File: config.mk
export PLATFORM = sky130hd
export DESIGN_NAME = serial_adder_ctrl
export DESIGN_NICKNAME = d
export VERILOG_FILES = /design/src/rtl/serial_adder_pkg.sv /design/src/rtl/full_adder.sv /design/src/rtl/serial_adder_ctrl.sv
export SDC_FILE = /design/constraint.sdc
export NUM_CORES = 1
export LEC_CHECK = 0
export ABC_AREA = 1
export CAP_MARGIN = 20
export CORE_MARGIN = 3
export CORE_UTILIZATION = 48
export CTS_CLUSTER_SIZE = 8
export DETAILED_ROUTE_END_ITERATION = 8
export GPL_ROUTABILITY_DRIVEN = 0
export GPL_TIMING_DRIVEN = 0
export HOLD_SLACK_MARGIN = 0.02
export PLACE_DENSITY = 0.78
export SYNTH_ARGS = -nofsm -noshare
export SYNTH_HDL_FRONTEND = slang
export SYNTH_SLANG_ARGS = --single-unit
File: constraint.sdc
create_clock -name clk -period 2.4 [get_ports clk]
set_input_delay 0.48 -clock clk [delete_from_list [all_inputs] [get_ports clk]]
set_output_delay 0.48 -clock clk [all_outputs]
set_load 0.02 [all_outputs]
File: src/rtl/serial_adder_pkg.sv
// Shared state encoding and sizing/increment helpers for the bit-serial adder.
package serial_adder_pkg;

    typedef enum logic [1:0] {
        ST_IDLE = 2'd0,
        ST_RUN  = 2'd1,
        ST_DONE = 2'd2
    } state_t;

    // Bit-counter width: $clog2(w), never narrower than one bit.
    function automatic int unsigned cnt_width(input int unsigned w);
        return (w < 2) ? 1 : 32'($clog2(w));
    endfunction

    // Ripple increment, so the block's only adder is the full_adder cell.
    function automatic logic [63:0] incr(input logic [63:0] v);
        logic [63:0] r;
        logic        c;
        c = 1'b1;
        for (int i = 0; i < 64; i++) begin
            r[i] = v[i] ^ c;
            c    = v[i] & c;
        end
        return r;
    endfunction

endpackage

File: src/rtl/full_adder.sv
// One-bit full adder cell shared across all bit positions.
module full_adder (
    input  logic a,
    input  logic b,
    input  logic cin,
    output logic s,
    output logic cout
);

    // Sum and carry of three input bits.
    assign s    = a ^ b ^ cin;
    assign cout = (a & b) | (a & cin) | (b & cin);

endmodule

File: src/rtl/serial_adder_ctrl.sv
// Bit-serial adder sequencer: LSB-first through one full_adder, W cycles per op.
module serial_adder_ctrl
    import serial_adder_pkg::*;
#(
    parameter int unsigned W = 8
) (
    input  logic         clk,
    input  logic         rst_n,
    input  logic         start,
    input  logic [W-1:0] a,
    input  logic [W-1:0] b,
    input  logic         cin,
    output logic         busy,
    output logic         done,
    output logic [W-1:0] sum,
    output logic         cout
);

    localparam int unsigned CW = cnt_width(W);

    state_t         state;
    logic [W-1:0]   a_sh;
    logic [W-1:0]   b_sh;
    logic [W-1:0]   sum_sh;
    logic           c;
    logic [CW-1:0]  cnt;

    logic           fa_s;
    logic           fa_cout;
    logic [W:0]     sum_cat;
    logic [W-1:0]   sum_nxt;
    logic [CW-1:0]  cnt_inc;
    logic           last_bit;

    full_adder u_fa (
        .a    (a_sh[0]),
        .b    (b_sh[0]),
        .cin  (c),
        .s    (fa_s),
        .cout (fa_cout)
    );

    // New sum bit enters at the MSB; the W+1 concat keeps this legal for W=1.
    assign sum_cat  = {fa_s, sum_sh};
    assign sum_nxt  = sum_cat[W:1];
    assign cnt_inc  = CW'(incr(64'(cnt)));
    assign last_bit = (cnt == CW'(W - 1));

    // Sequencer state, datapath shifters and registered outputs.
    always_ff @(posedge clk or negedge rst_n) begin
        if (!rst_n) begin
            state  <= ST_IDLE;
            a_sh   <= '0;
            b_sh   <= '0;
            sum_sh <= '0;
            c      <= 1'b0;
            cnt    <= '0;
            busy   <= 1'b0;
            done   <= 1'b0;
            sum    <= '0;
            cout   <= 1'b0;
        end else begin
            case (state)
                ST_IDLE: begin
                    done <= 1'b0;
                    if (start) begin
                        a_sh   <= a;
                        b_sh   <= b;
                        c      <= cin;
                        cnt    <= '0;
                        sum_sh <= '0;
                        busy   <= 1'b1;
                        state  <= ST_RUN;
                    end
                end
                ST_RUN: begin
                    sum_sh <= sum_nxt;
                    c      <= fa_cout;
                    a_sh   <= a_sh >> 1;
                    b_sh   <= b_sh >> 1;
                    cnt    <= cnt_inc;
                    if (last_bit) begin
                        sum   <= sum_nxt;
                        cout  <= fa_cout;
                        busy  <= 1'b0;
                        done  <= 1'b1;
                        state <= ST_DONE;
                    end
                end
                ST_DONE: begin
                    done <= 1'b0;
                    if (start) begin
                        a_sh   <= a;
                        b_sh   <= b;
                        c      <= cin;
                        cnt    <= '0;
                        sum_sh <= '0;
                        busy   <= 1'b1;
                        state  <= ST_RUN;
                    end else begin
                        state <= ST_IDLE;
                    end
                end
                default: begin
                    busy  <= 1'b0;
                    done  <= 1'b0;
                    state <= ST_IDLE;
                end
            endcase
        end
    end

endmodule

==> results.txt <==
The async set-or-reset flop fraction in the synthesized netlist was 1.00; the number of cells on the worst reg-to-reg path was 4. The total routing resource utilization after global routing came out at 0.187. The clock period could shrink to 1.74 ns.

Starting density of the core: 0.523. For the detailed-routed wire length on met3, the log shows 143 um. The clock network fraction of total power is 0.153, and the area share of the largest cell type after synthesis is 0.543.

The first-pass iteration count of the detailed router is 4, and the count of maximum capacitance violations is 0. The final worst-path cycle share came out at 0.723. The count of nets left with antenna violations once routing finished came out at 0. The cell type with the highest aggregate area in the netlist was sky130_fd_sc_hd__dfrtp_1.

The peak per-stage delay on the critical path is 0.61 ns, and the maximum frequency from static timing analysis is 576 MHz. By startpoint and endpoint, the worst setup path is classified as reg2out. In this run the top signal layer used is met4. The maximum fanout count along the critical path came out at 2. Sorting the synthesized cells by area gives the leading types as sky130_fd_sc_hd__dfrtp_1, sky130_fd_sc_hd__nand2_1, sky130_fd_sc_hd__nand3_1. The tools report the final hold violation count as 0. For this run, the leading register cell type out of synthesis is sky130_fd_sc_hd__dfrtp_1. The tools report the share of total power in sequential cells as 0.382.

The final sum of negative setup slack came out at 0 ns. Setup violations remaining at the end of the flow were counted as 0. The max-slew violation count was 0. The run finished with clean final reports. In this run the worst setup path terminates at sum[1]. In this run, synthesis produced a sequential element count of 40. Port buffering added 30 buffers.

The actual slew at the worst max-slew pin came out at 0.847 ns. The DRC violation total after the first TritonRoute iteration was 79; the buffers plus inverters on the worst setup path was 1. The power per cell area is 1290 nW/um^2, and the switching part of the total power is 0.408.

The area overhead of the layout relative to synthesis was 24.2%. Counting flops with a built-in enable in the synthesized netlist gives 0. The first global-routing pass estimated 6320 um of wire. After detailed routing, the average wire length per cell comes to 12.1 um.

The net count of the finished layout is 286. Among all stages on the critical path, the largest delay is contributed by sky130_fd_sc_hd__clkdlybuf4s50_1. Summed over all cells, the static leakage comes to 1.24 nW.

The design internal power is 1.75 mW, and the clock tree buffer depth is 2. The worst register-to-register path ends at state[0]$_DFFE_PN0P_. Row generation in the floorplan step produced 21 rows.

Walking the worst path, the cells encountered are clkdlybuf4s50_1. The path length in cells of the critical path was 1; the clock-pin slew reported for the worst setup and hold paths after clock tree synthesis was 0.08 ns. The core utilization of the finished layout is 0.650.

The number of distinct library cells after synthesis is 16. The tools report the number of global-route vias before repair as 1420. The top cell family by delay on the critical path is buffers and inverters. The type of the most critical hold path is in2async. The area of the mapped netlist is 1840 um^2. The number of I/O pins was 31; the post-cts resize count was 0. STA classifies the critical path startpoint as a flip-flop.

The total number of yosys warnings is 0. The total half-perimeter wirelength after legalization and detailed placement was 2590 um. Data on the critical path is required at its endpoint by 1.92 ns. Summed over all nets, the switching power comes to 1.20 mW.

The y dimension of the die was 67.9 um; the met2 routed wirelength was 1750 um. The worst slew margin relative to its limit is 0.436, and the clock tree skew after final layout is 0.00643 ns. Across all register-to-register paths, the minimum setup slack is 0.98 ns.

Synthesis produced a netlist whose cell count is 226. The residual overflow from global routing is 0. The initial antenna violation count came out at 0.

Setup repair after global routing left no endpoint under its margin. Library cell used as clock root buffer: sky130_fd_sc_hd__clkbuf_8. The logs give 0 for the number of antenna diodes and 0 for the total of hold buffers inserted after clock tree synthesis. The clock net in this run drives a total of 40 sinks.

The portion of the post-synthesis area used by sequential elements came out at 0.543. TritonCTS built the clock tree. The logs give 1.26 ns for the arrival time of data at the critical path endpoint and 5 for the number of clock buffers inserted by TritonCTS. The tools report the critical register-to-register path startpoint as cnt[0]$_DFFE_PN0P_. The die area was 4620 um^2. The critical path starts at sum[1]$_DFFE_PN0P_.

Entering global routing, the biggest net connects 41 pins. Net count after synthesis: 249. The region available for standard cell placement spans 3520 um^2. The latest clock arrival within the worst-skew pair came out at 0.29 ns.

Element type at the critical path end: a primary output. The fraction of layout cells with a size suffix above 1 is 0.0985, and the part of the power in combinational logic is 0.465. The via-per-instance ratio is 4.92, and the routed via count is 1524. The tools report the aggregate routed wire length as 3760 um. The worst supply voltage drop on vdd was 0.574 mV.

After detailed routing, the number of remaining DRC violations is 0. The synthesized area per cell was 8.15 um^2; the maximum level of the CTS H-tree was 2. For the routed metal-1 wirelength, the log shows 1810 um. Measured along the x axis, the die boundary spans 67.9 um.

The run gives 0 as the post-CTS repair timing setup buffer count.
-- sequential cells by signal, indices dropped and copies added, names as in the netlist --
| name | flops |
|---|---|
| b_sh | 8 |
| cout | 1 |
| state | 2 |
| done | 1 |
| a_sh | 8 |
| c | 1 |
| sum | 8 |
| cnt | 3 |
| sum_sh | 7 |
| busy | 1 |
-- per-stage QoR --
stage,worst slack (ns),hold slack (ns),power (mW),std cells,area (um^2)
5_1_grt,0.609,0.372,3.20,310,2290
6_report,0.664,0.295,2.95,310,2290
3_5_place_dp,0.830,0.469,2.52,302,2190
4_1_cts,0.651,0.328,2.98,310,2290
2_1_floorplan,1.19,0.184,2.07,226,1840
3_3_place_gp,-0.0866,0.466,2.48,302,2200
-- worst min-delay path by stage --
stage / endpoint / slack [ns] / cells past startpoint
2_1_floorplan: a_sh[0]$_DFFE_PN0P_ / 0.18 / 0
3_3_place_gp: sum[1]$_DFFE_PN0P_ / 0.47 / 2
3_5_place_dp: sum[2]$_DFFE_PN0P_ / 0.47 / 2
4_1_cts: a_sh[0]$_DFFE_PN0P_ / 0.33 / 1
5_1_grt: done$_DFFE_PN0P_ / 0.37 / 1
6_report: a_sh[0]$_DFFE_PN0P_ / 0.30 / 1
-- cell usage after synthesis, types with 2 or more instances --
cell,number
sky130_fd_sc_hd__buf_2,7
sky130_fd_sc_hd__buf_4,2
sky130_fd_sc_hd__buf_6,2
sky130_fd_sc_hd__dfrtp_1,40
sky130_fd_sc_hd__ha_1,2
sky130_fd_sc_hd__inv_1,5
sky130_fd_sc_hd__nand2_1,119
sky130_fd_sc_hd__nand2_2,3
sky130_fd_sc_hd__nand3_1,37
sky130_fd_sc_hd__nor2_1,2
sky130_fd_sc_hd__o21ai_0,2
-- layout make-up --
class,instances,area (um^2)
Fill cell,305,1230
Timing Repair Buffer,30,295
Clock inverter,2,10.0
Multi-Input combinational cell,167,733
Sequential cell,40,1000
Clock buffer,6,82.6
Inverter,7,31.3
Tap cell,46,57.6
Buffer,12,76.3
-- routing by layer --
layer	vias up	track usage
met2	21	0.302
li1	783	-
met5	-	0
met3	4	0.0443
met1	716	0.240
met4	0	0.0744
-- power groups by stage --
stage,sequential (mW),clock (mW),combinational [mW]
2_1_floorplan,1.21,0,0.858
3_3_place_gp,1.13,0,1.35
3_5_place_dp,1.14,0,1.38
4_1_cts,1.13,0.460,1.40
5_1_grt,1.16,0.493,1.55
6_report,1.13,0.451,1.37
-- worst register-to-register path, delay by kind of cell, from the launching register on --
kind,cells,cell delay (ns)
adders and majority gates,2,0.37
DFF,1,0.37
buffers and inverters,1,0.39
AOI/OAI and AO/OA,1,0.16
-- cell usage in the layout, fill, tap and decap left out --
cell type / instances
sky130_fd_sc_hd__nand2_1: 119
sky130_fd_sc_hd__dfrtp_1: 40
sky130_fd_sc_hd__nand3_1: 37
sky130_fd_sc_hd__clkdlybuf4s50_1: 29
sky130_fd_sc_hd__buf_2: 8
sky130_fd_sc_hd__clkbuf_8: 6
sky130_fd_sc_hd__inv_1: 5
sky130_fd_sc_hd__nand2_2: 3
sky130_fd_sc_hd__buf_4: 2
sky130_fd_sc_hd__o21ai_0: 2
sky130_fd_sc_hd__buf_6: 2
sky130_fd_sc_hd__nor2_1: 2
sky130_fd_sc_hd__ha_1: 2
sky130_fd_sc_hd__clkinv_2: 2
sky130_fd_sc_hd__inv_6: 1
sky130_fd_sc_hd__inv_2: 1
sky130_fd_sc_hd__clkbuf_1: 1
sky130_fd_sc_hd__nor2_8: 1
sky130_fd_sc_hd__fa_1: 1
-- cells by family after synthesis --
logic type	count (synthesis)	synth area share
AOI/OAI and AO/OA	2	0.00543
DFF	40	0.543
adders and majority gates	3	0.0245
and+or+nand+nor	162	0.368
buffers and inverters	19	0.0584
Power figures use the tool's default switching activity.
